`src/rtl/deferred_check_collector.sv`:
```
// -----------------------------------------------------------------------------
// deferred_check_collector
//
// Receiving end of the deferred-assertion compare path. Each cycle it samples a
// compare request, classifies it as pass or fail using only the value settled at
// the clock edge, keeps saturating pass/fail/drop statistics and a cycle
// timestamp, and queues every failure as a record {a, b, ts} in a small FIFO.
// A downstream logger drains that FIFO through a valid/ready handshake.
//
// Ports:
//   clk        in   sole clock, rising edge
//   rst_n      in   asynchronous active-low reset
//   en         in   arm; when low, checks are ignored and the timestamp holds
//   clr        in   synchronous clear of counters, FIFO, timestamp, overflow
//   chk_valid  in   compare request this cycle
//   chk_a      in   left operand  [WIDTH]
//   chk_b      in   right operand [WIDTH]
//   fail_pulse out  one-cycle pulse per detected failure
//   pass_cnt   out  saturating pass count [CNT_W]
//   fail_cnt   out  saturating fail count [CNT_W]
//   drop_cnt   out  saturating count of records lost to a full FIFO [CNT_W]
//   overflow   out  sticky, set on first dropped record
//   rpt_valid  out  FIFO head valid
//   rpt_ready  in   downstream accepts head
//   rpt_a      out  failing chk_a at head [WIDTH]
//   rpt_b      out  failing chk_b at head [WIDTH]
//   rpt_ts     out  timestamp of failure at head [TS_W]
// -----------------------------------------------------------------------------
module deferred_check_collector #(
   parameter int WIDTH = 8,
   parameter int CNT_W = 16,
   parameter int TS_W  = 32,
   parameter int DEPTH = 4
) (
   input  logic             clk,
   input  logic             rst_n,
   input  logic             en,
   input  logic             clr,
   input  logic             chk_valid,
   input  logic [WIDTH-1:0] chk_a,
   input  logic [WIDTH-1:0] chk_b,
   output logic             fail_pulse,
   output logic [CNT_W-1:0] pass_cnt,
   output logic [CNT_W-1:0] fail_cnt,
   output logic [CNT_W-1:0] drop_cnt,
   output logic             overflow,
   output logic             rpt_valid,
   input  logic             rpt_ready,
   output logic [WIDTH-1:0] rpt_a,
   output logic [WIDTH-1:0] rpt_b,
   output logic [TS_W-1:0]  rpt_ts
);

   localparam int PTR_W = (DEPTH > 1) ? $clog2(DEPTH) : 1;
   localparam int OCC_W = $clog2(DEPTH + 1);
   localparam int REC_W = 2 * WIDTH + TS_W;

   typedef enum logic {
      IDLE   = 1'b0,
      ACTIVE = 1'b1
   } state_t;

   state_t state_reg, state_next;

   logic [TS_W-1:0]  ts_reg;
   logic [CNT_W-1:0] pass_cnt_reg;
   logic [CNT_W-1:0] fail_cnt_reg;
   logic [CNT_W-1:0] drop_cnt_reg;
   logic             overflow_reg;
   logic             fail_pulse_reg;
   logic [PTR_W-1:0] wptr_reg;
   logic [PTR_W-1:0] rptr_reg;
   logic [OCC_W-1:0] occ_reg;

   logic [REC_W-1:0] mem [DEPTH];
   logic [REC_W-1:0] head;

   logic accept;
   logic chk_pass;
   logic chk_fail;
   logic full;
   logic pop;
   logic push_ok;
   logic drop;

   // ---------------------------------------------------------------------------
   // Control state: ACTIVE simply mirrors the registered arm input.
   // ---------------------------------------------------------------------------
   always_ff @(posedge clk or negedge rst_n) begin
      if (!rst_n) begin
         state_reg <= IDLE;
      end else begin
         state_reg <= state_next;
      end
   end

   always_comb begin
      state_next = state_reg;
      unique case (state_reg)
         IDLE:    if (en)  state_next = ACTIVE;
         ACTIVE:  if (!en) state_next = IDLE;
         default: state_next = IDLE;
      endcase
   end

   // ---------------------------------------------------------------------------
   // Check classification. Written as if/else so that an X or Z equality result
   // falls into the fail branch: only a definite 1 counts as a pass.
   // ---------------------------------------------------------------------------
   always_comb begin
      accept   = en && chk_valid && !clr;
      chk_pass = 1'b0;
      chk_fail = 1'b0;
      if (accept) begin
         if (chk_a == chk_b) begin
            chk_pass = 1'b1;
         end else begin
            chk_fail = 1'b1;
         end
      end
   end

   // rpt_valid comes straight from the occupancy register, so pop never feeds
   // back into valid combinationally. A full FIFO can still accept a push when
   // the head leaves on the same edge.
   always_comb begin
      full    = (occ_reg == OCC_W'(DEPTH));
      pop     = rpt_valid && rpt_ready && !clr;
      push_ok = chk_fail && (!full || pop);
      drop    = chk_fail && full && !pop;
   end

   // ---------------------------------------------------------------------------
   // Statistics, timestamp and FIFO bookkeeping.
   // ---------------------------------------------------------------------------
   always_ff @(posedge clk or negedge rst_n) begin
      if (!rst_n) begin
         ts_reg         <= '0;
         pass_cnt_reg   <= '0;
         fail_cnt_reg   <= '0;
         drop_cnt_reg   <= '0;
         overflow_reg   <= 1'b0;
         fail_pulse_reg <= 1'b0;
         wptr_reg       <= '0;
         rptr_reg       <= '0;
         occ_reg        <= '0;
      end else if (clr) begin
         ts_reg         <= '0;
         pass_cnt_reg   <= '0;
         fail_cnt_reg   <= '0;
         drop_cnt_reg   <= '0;
         overflow_reg   <= 1'b0;
         fail_pulse_reg <= 1'b0;
         wptr_reg       <= '0;
         rptr_reg       <= '0;
         occ_reg        <= '0;
      end else begin
         if (en) begin
            ts_reg <= ts_reg + TS_W'(1);
         end
         if (chk_pass && (pass_cnt_reg != '1)) begin
            pass_cnt_reg <= pass_cnt_reg + CNT_W'(1);
         end
         if (chk_fail && (fail_cnt_reg != '1)) begin
            fail_cnt_reg <= fail_cnt_reg + CNT_W'(1);
         end
         if (drop && (drop_cnt_reg != '1)) begin
            drop_cnt_reg <= drop_cnt_reg + CNT_W'(1);
         end
         if (drop) begin
            overflow_reg <= 1'b1;
         end
         fail_pulse_reg <= chk_fail;
         if (push_ok) begin
            wptr_reg <= wptr_reg + PTR_W'(1);
         end
         if (pop) begin
            rptr_reg <= rptr_reg + PTR_W'(1);
         end
         unique case ({push_ok, pop})
            2'b10:   occ_reg <= occ_reg + OCC_W'(1);
            2'b01:   occ_reg <= occ_reg - OCC_W'(1);
            default: occ_reg <= occ_reg;
         endcase
      end
   end

   // Record storage; the timestamp stored is the value before this edge's
   // increment. No reset needed: unread entries are masked at the outputs.
   always_ff @(posedge clk) begin
      if (push_ok) begin
         mem[wptr_reg] <= {chk_a, chk_b, ts_reg};
      end
   end

   // ---------------------------------------------------------------------------
   // Outputs. Head fields read as zero whenever the FIFO is empty, which keeps
   // them clean after reset and after clr.
   // ---------------------------------------------------------------------------
   assign head       = mem[rptr_reg];
   assign rpt_valid  = (occ_reg != '0);
   assign rpt_a      = rpt_valid ? head[REC_W-1 -: WIDTH]     : '0;
   assign rpt_b      = rpt_valid ? head[TS_W+WIDTH-1 -: WIDTH] : '0;
   assign rpt_ts     = rpt_valid ? head[TS_W-1:0]             : '0;
   assign fail_pulse = fail_pulse_reg;
   assign pass_cnt   = pass_cnt_reg;
   assign fail_cnt   = fail_cnt_reg;
   assign drop_cnt   = drop_cnt_reg;
   assign overflow   = overflow_reg;

endmodule

```
`config.mk`:
```
export PLATFORM = sky130hd
export DESIGN_NAME = deferred_check_collector
export DESIGN_NICKNAME = d
export VERILOG_FILES = /design/src/rtl/deferred_check_collector.sv
export SDC_FILE = /design/constraint.sdc
export NUM_CORES = 1
export LEC_CHECK = 0
export BUFFER_PORTS_ARGS = -buffer_cell sky130_fd_sc_hd__buf_4
export CAP_MARGIN = 20
export CORE_ASPECT_RATIO = 0.75
export CORE_MARGIN = 10
export CORE_UTILIZATION = 61
export CTS_BUF_LIST = sky130_fd_sc_hd__clkbuf_8
export DETAILED_ROUTE_END_ITERATION = 7
export GPL_TIMING_DRIVEN = 0
export PLACE_DENSITY = 0.85
export SYNTH_ARGS = -nofsm -noshare
export SYNTH_HDL_FRONTEND = slang
export SYNTH_SLANG_ARGS = --single-unit
```
`constraint.sdc`:
```
create_clock -name clk -period 3.2 [get_ports clk]
set_input_delay 0.32 -clock clk [delete_from_list [all_inputs] [get_ports clk]]
set_output_delay 0.32 -clock clk [all_outputs]
set_load 0.005 [all_outputs]
```
==> impl_metrics.csv <==
group,metric,value,unit
outcome,outcome,"completed",
cells_and_area,instances_no_fill,1324,
cells_and_area,regArea,0.00799,mm2
critical_path,cp-end-kind,"output port",
global_routing,antenna_found_initial,0,
clock_tree,clk_pin_slew,60,ps
pwr,fin_total_pwr,7650,uW
sta,rsz0062_at_grt,"no",
cells_and_area,num-nets-final,1069,
pwr,leakage,0.00546,uW
clock_tree,clkSinkCount,281,
sta,hold_violations,0,
sta,finalCritPeriodShare,0.969,
clock_tree,clock_path_buffers,3,
cells_and_area,area_growth,18.7,%
sta,fin_setup_tns,0,ps
logic_synthesis,netlist_area,0.0122,mm2
clock_tree,cts-buffers-inserted,42,
logic_synthesis,synth_fp_nets,881,
logic_synthesis,synth-seq-cells,281,
global_routing,track_usage,0.225,
cells_and_area,largest_reg_flops,192,
floorplanning,die_h,143,um
cells_and_area,multi_input_area,0.00402,mm2
critical_path,crit_family,"flip-flops",
cells_and_area,final_area,0.0145,mm2
sta,fmax,322,MHz
critical_path,crit_slowest_cell,"dfrtp_1",
clock_tree,htreeDepth,2,
clock_tree,tritoncts,"done",
logic_synthesis,yosys.area.top_type,"edfxtp_1",
route,totalWireLength,29200,um
critical_path,path_cells,"buf_1 > mux4_2 > and2_1 > buf_4",
floorplanning,rows,44,
critical_path,crit_type,"reg2out",
route,ant_nets,0,
sta,relSlewSlack,0.303,
critical_path,crit_fanout,13,
cells_and_area,drive_above_1_share,0.233,
route,vias,8269,
logic_synthesis,synth-main-ff-cell,"edfxtp_1",
global_routing,overflow,0,
critical_path,max_stage_delay,780,ps
global_routing,grt_max_degree,54,
route,route.detailed.drc,0,
sta,finalClockSkew,22.7,ps
floorplanning,die_area,0.0261,mm2
sta,setup_viol_count_final,0,
min_path,hp-class,"in2reg",
place,portBuffers,119,
logic_synthesis,yosys_warnings,0,
floorplanning,io_pins,121,
pwr,vdd.ir_drop.worst,306,uV
logic_synthesis,yosys-top-cells-area,"edfxtp_1 47%, dfrtp_1 18%, mux4_2 8.9%, and2_1 2.8%, nand4_1 1.6%",
route,avgViaCountPerCell,6.25,
clock_tree,insertion_delay,570,ps
global_routing,grt_pass1_vias,8316,
critical_path,worst-path-buf-inv,2,
logic_synthesis,synth_area_per_cell,14.4,um2
sta,maxSlewViolCount,0,
cells_and_area,antenna_cells,0,
logic_synthesis,synth-edff-count,192,
place,dpl.hpwl,19100,um
critical_path,cp.required,2880,ps
place,post_dp_cell_area,0.0136,mm2
sta,timing.hold.ws,117,ps
logic_synthesis,syn_inst,850,
clock_tree,ctsRootBufferMaster,"clkbuf_8",
floorplanning,initial_core_util,0.627,
logic_synthesis,netlist.area_leader.share,0.472,
route,dr.pass1.iters,5,
place,place.gp.congestion,0.878,
sta,fin_crit,3100,ps
critical_path,worstSetupStartpointType,"register",
cells_and_area,fillers,1188,
cells_and_area,layout_commonest_cell,"edfxtp_1",
pwr,p_per_area,527,mW/mm2
sta,worst_slew_pin_slew,1030,ps
place,place_inst,1227,
floorplanning,design.core.area,0.0195,mm2
critical_path,arrival,2780,ps
logic_synthesis,yosysSeqAreaShare,0.654,
floorplanning,die_x,183,um
critical_path,r2r_slack,580,ps
route,dr.first_iter.drc_count,818,
cells_and_area,final_cell_mix,"192 x edfxtp_1, 122 x buf_4, 89 x dfrtp_1",
run,cap_violations,0,
logic_synthesis,netlist-cell-type-count,49,
logic_synthesis,synthArstFlopShare,0.317,
route,routedWlPerCell,22.0,um
global_routing,grt_first_pass_wirelength,46200,um
## power by group
group          switching [uW]  internal [uW]
combinational             559            532
sequential               32.0           3910
clock                    1350           1260
total                    1940           5710
## kinds of logic (layout without fill, tap and decap cells)
group	count (synthesis)	after routing	share of synthesized area
muxes	59	59	0.0984
DFF	281	281	0.654
adders and majority gates	9	9	0.00984
AOI/OAI and AO/OA	100	100	0.0511
buffers and inverters	56	277	0.0175
and+or+nand+nor	308	308	0.142
xor gates and xnor gates	37	37	0.0265
## worst paths after layout
path,endpoint,depth (start not counted),start
min in group asynchronous,drop_cnt[8],2,rst_n
setup reg to reg,occ_reg[1],7,occ_reg[0]
max in group asynchronous,ts_reg[8],3,rst_n
hold / removal,occ_reg[1],3,rpt_ready
setup / recovery,rpt_ts[0],4,rptr_reg[1]
hold reg to reg,overflow,1,overflow
## stage by stage
step,setup slack (ps),utilization
2_1_floorplan,318,-
3_3_place_gp,-1070,0.689
3_5_place_dp,-674,0.695
4_1_cts,22.7,0.742
5_1_grt,15.9,0.744
6_report,97.9,0.744
## worst reg2reg max path: cells and delay by family, from the launching register on
family	cells	cell delay, ps
fa+ha+maj	1	430
buf+inv	1	180
flops	1	440
simple gates	5	1490
## cells in the mapped netlist, types with 18 or more instances
| master | count |
|---|---|
| nor2_1 | 52 |
| and2_1 | 54 |
| xor2_1 | 19 |
| o21ai_0 | 20 |
| or3_1 | 21 |
| clkbuf_1 | 29 |
| or4_1 | 19 |
| xnor2_1 | 18 |
| dfrtp_1 | 89 |
| nand3_1 | 32 |
| mux4_2 | 48 |
| o31ai_1 | 19 |
| nand2_1 | 34 |
| a21oi_1 | 37 |
| nand4_1 | 32 |
| edfxtp_1 | 192 |
## final cells by class
class / count / share of cell area
Buffer: 40 / 0.0111
Timing Repair Buffer: 145 / 0.0839
Tap cell: 253 / 0.0218
Clock buffer: 43 / 0.0408
Inverter: 15 / 0.00388
Clock inverter: 34 / 0.0104
Sequential cell: 281 / 0.551
Multi-Input combinational cell: 513 / 0.277
## metal layers
layer	global-route usage	vias up	part of all wire
li1	-	3693	-
met1	0.304	4150	0.42
met2	0.351	367	0.48
met3	0.0526	59	0.080
met4	0.0809	0	0.025
met5	0	-	0
## timing repair
item / CTS / global route
pin swaps: 0 / 1
gates cloned: 0 / 0
resized for setup: 2 / 13
hold buffers: 17 / 0
hold endpoints to repair: 100 / 0
setup buffers: 0 / 3
setup endpoints to repair: 6 / 37
(Power assumes the default switching activity.)
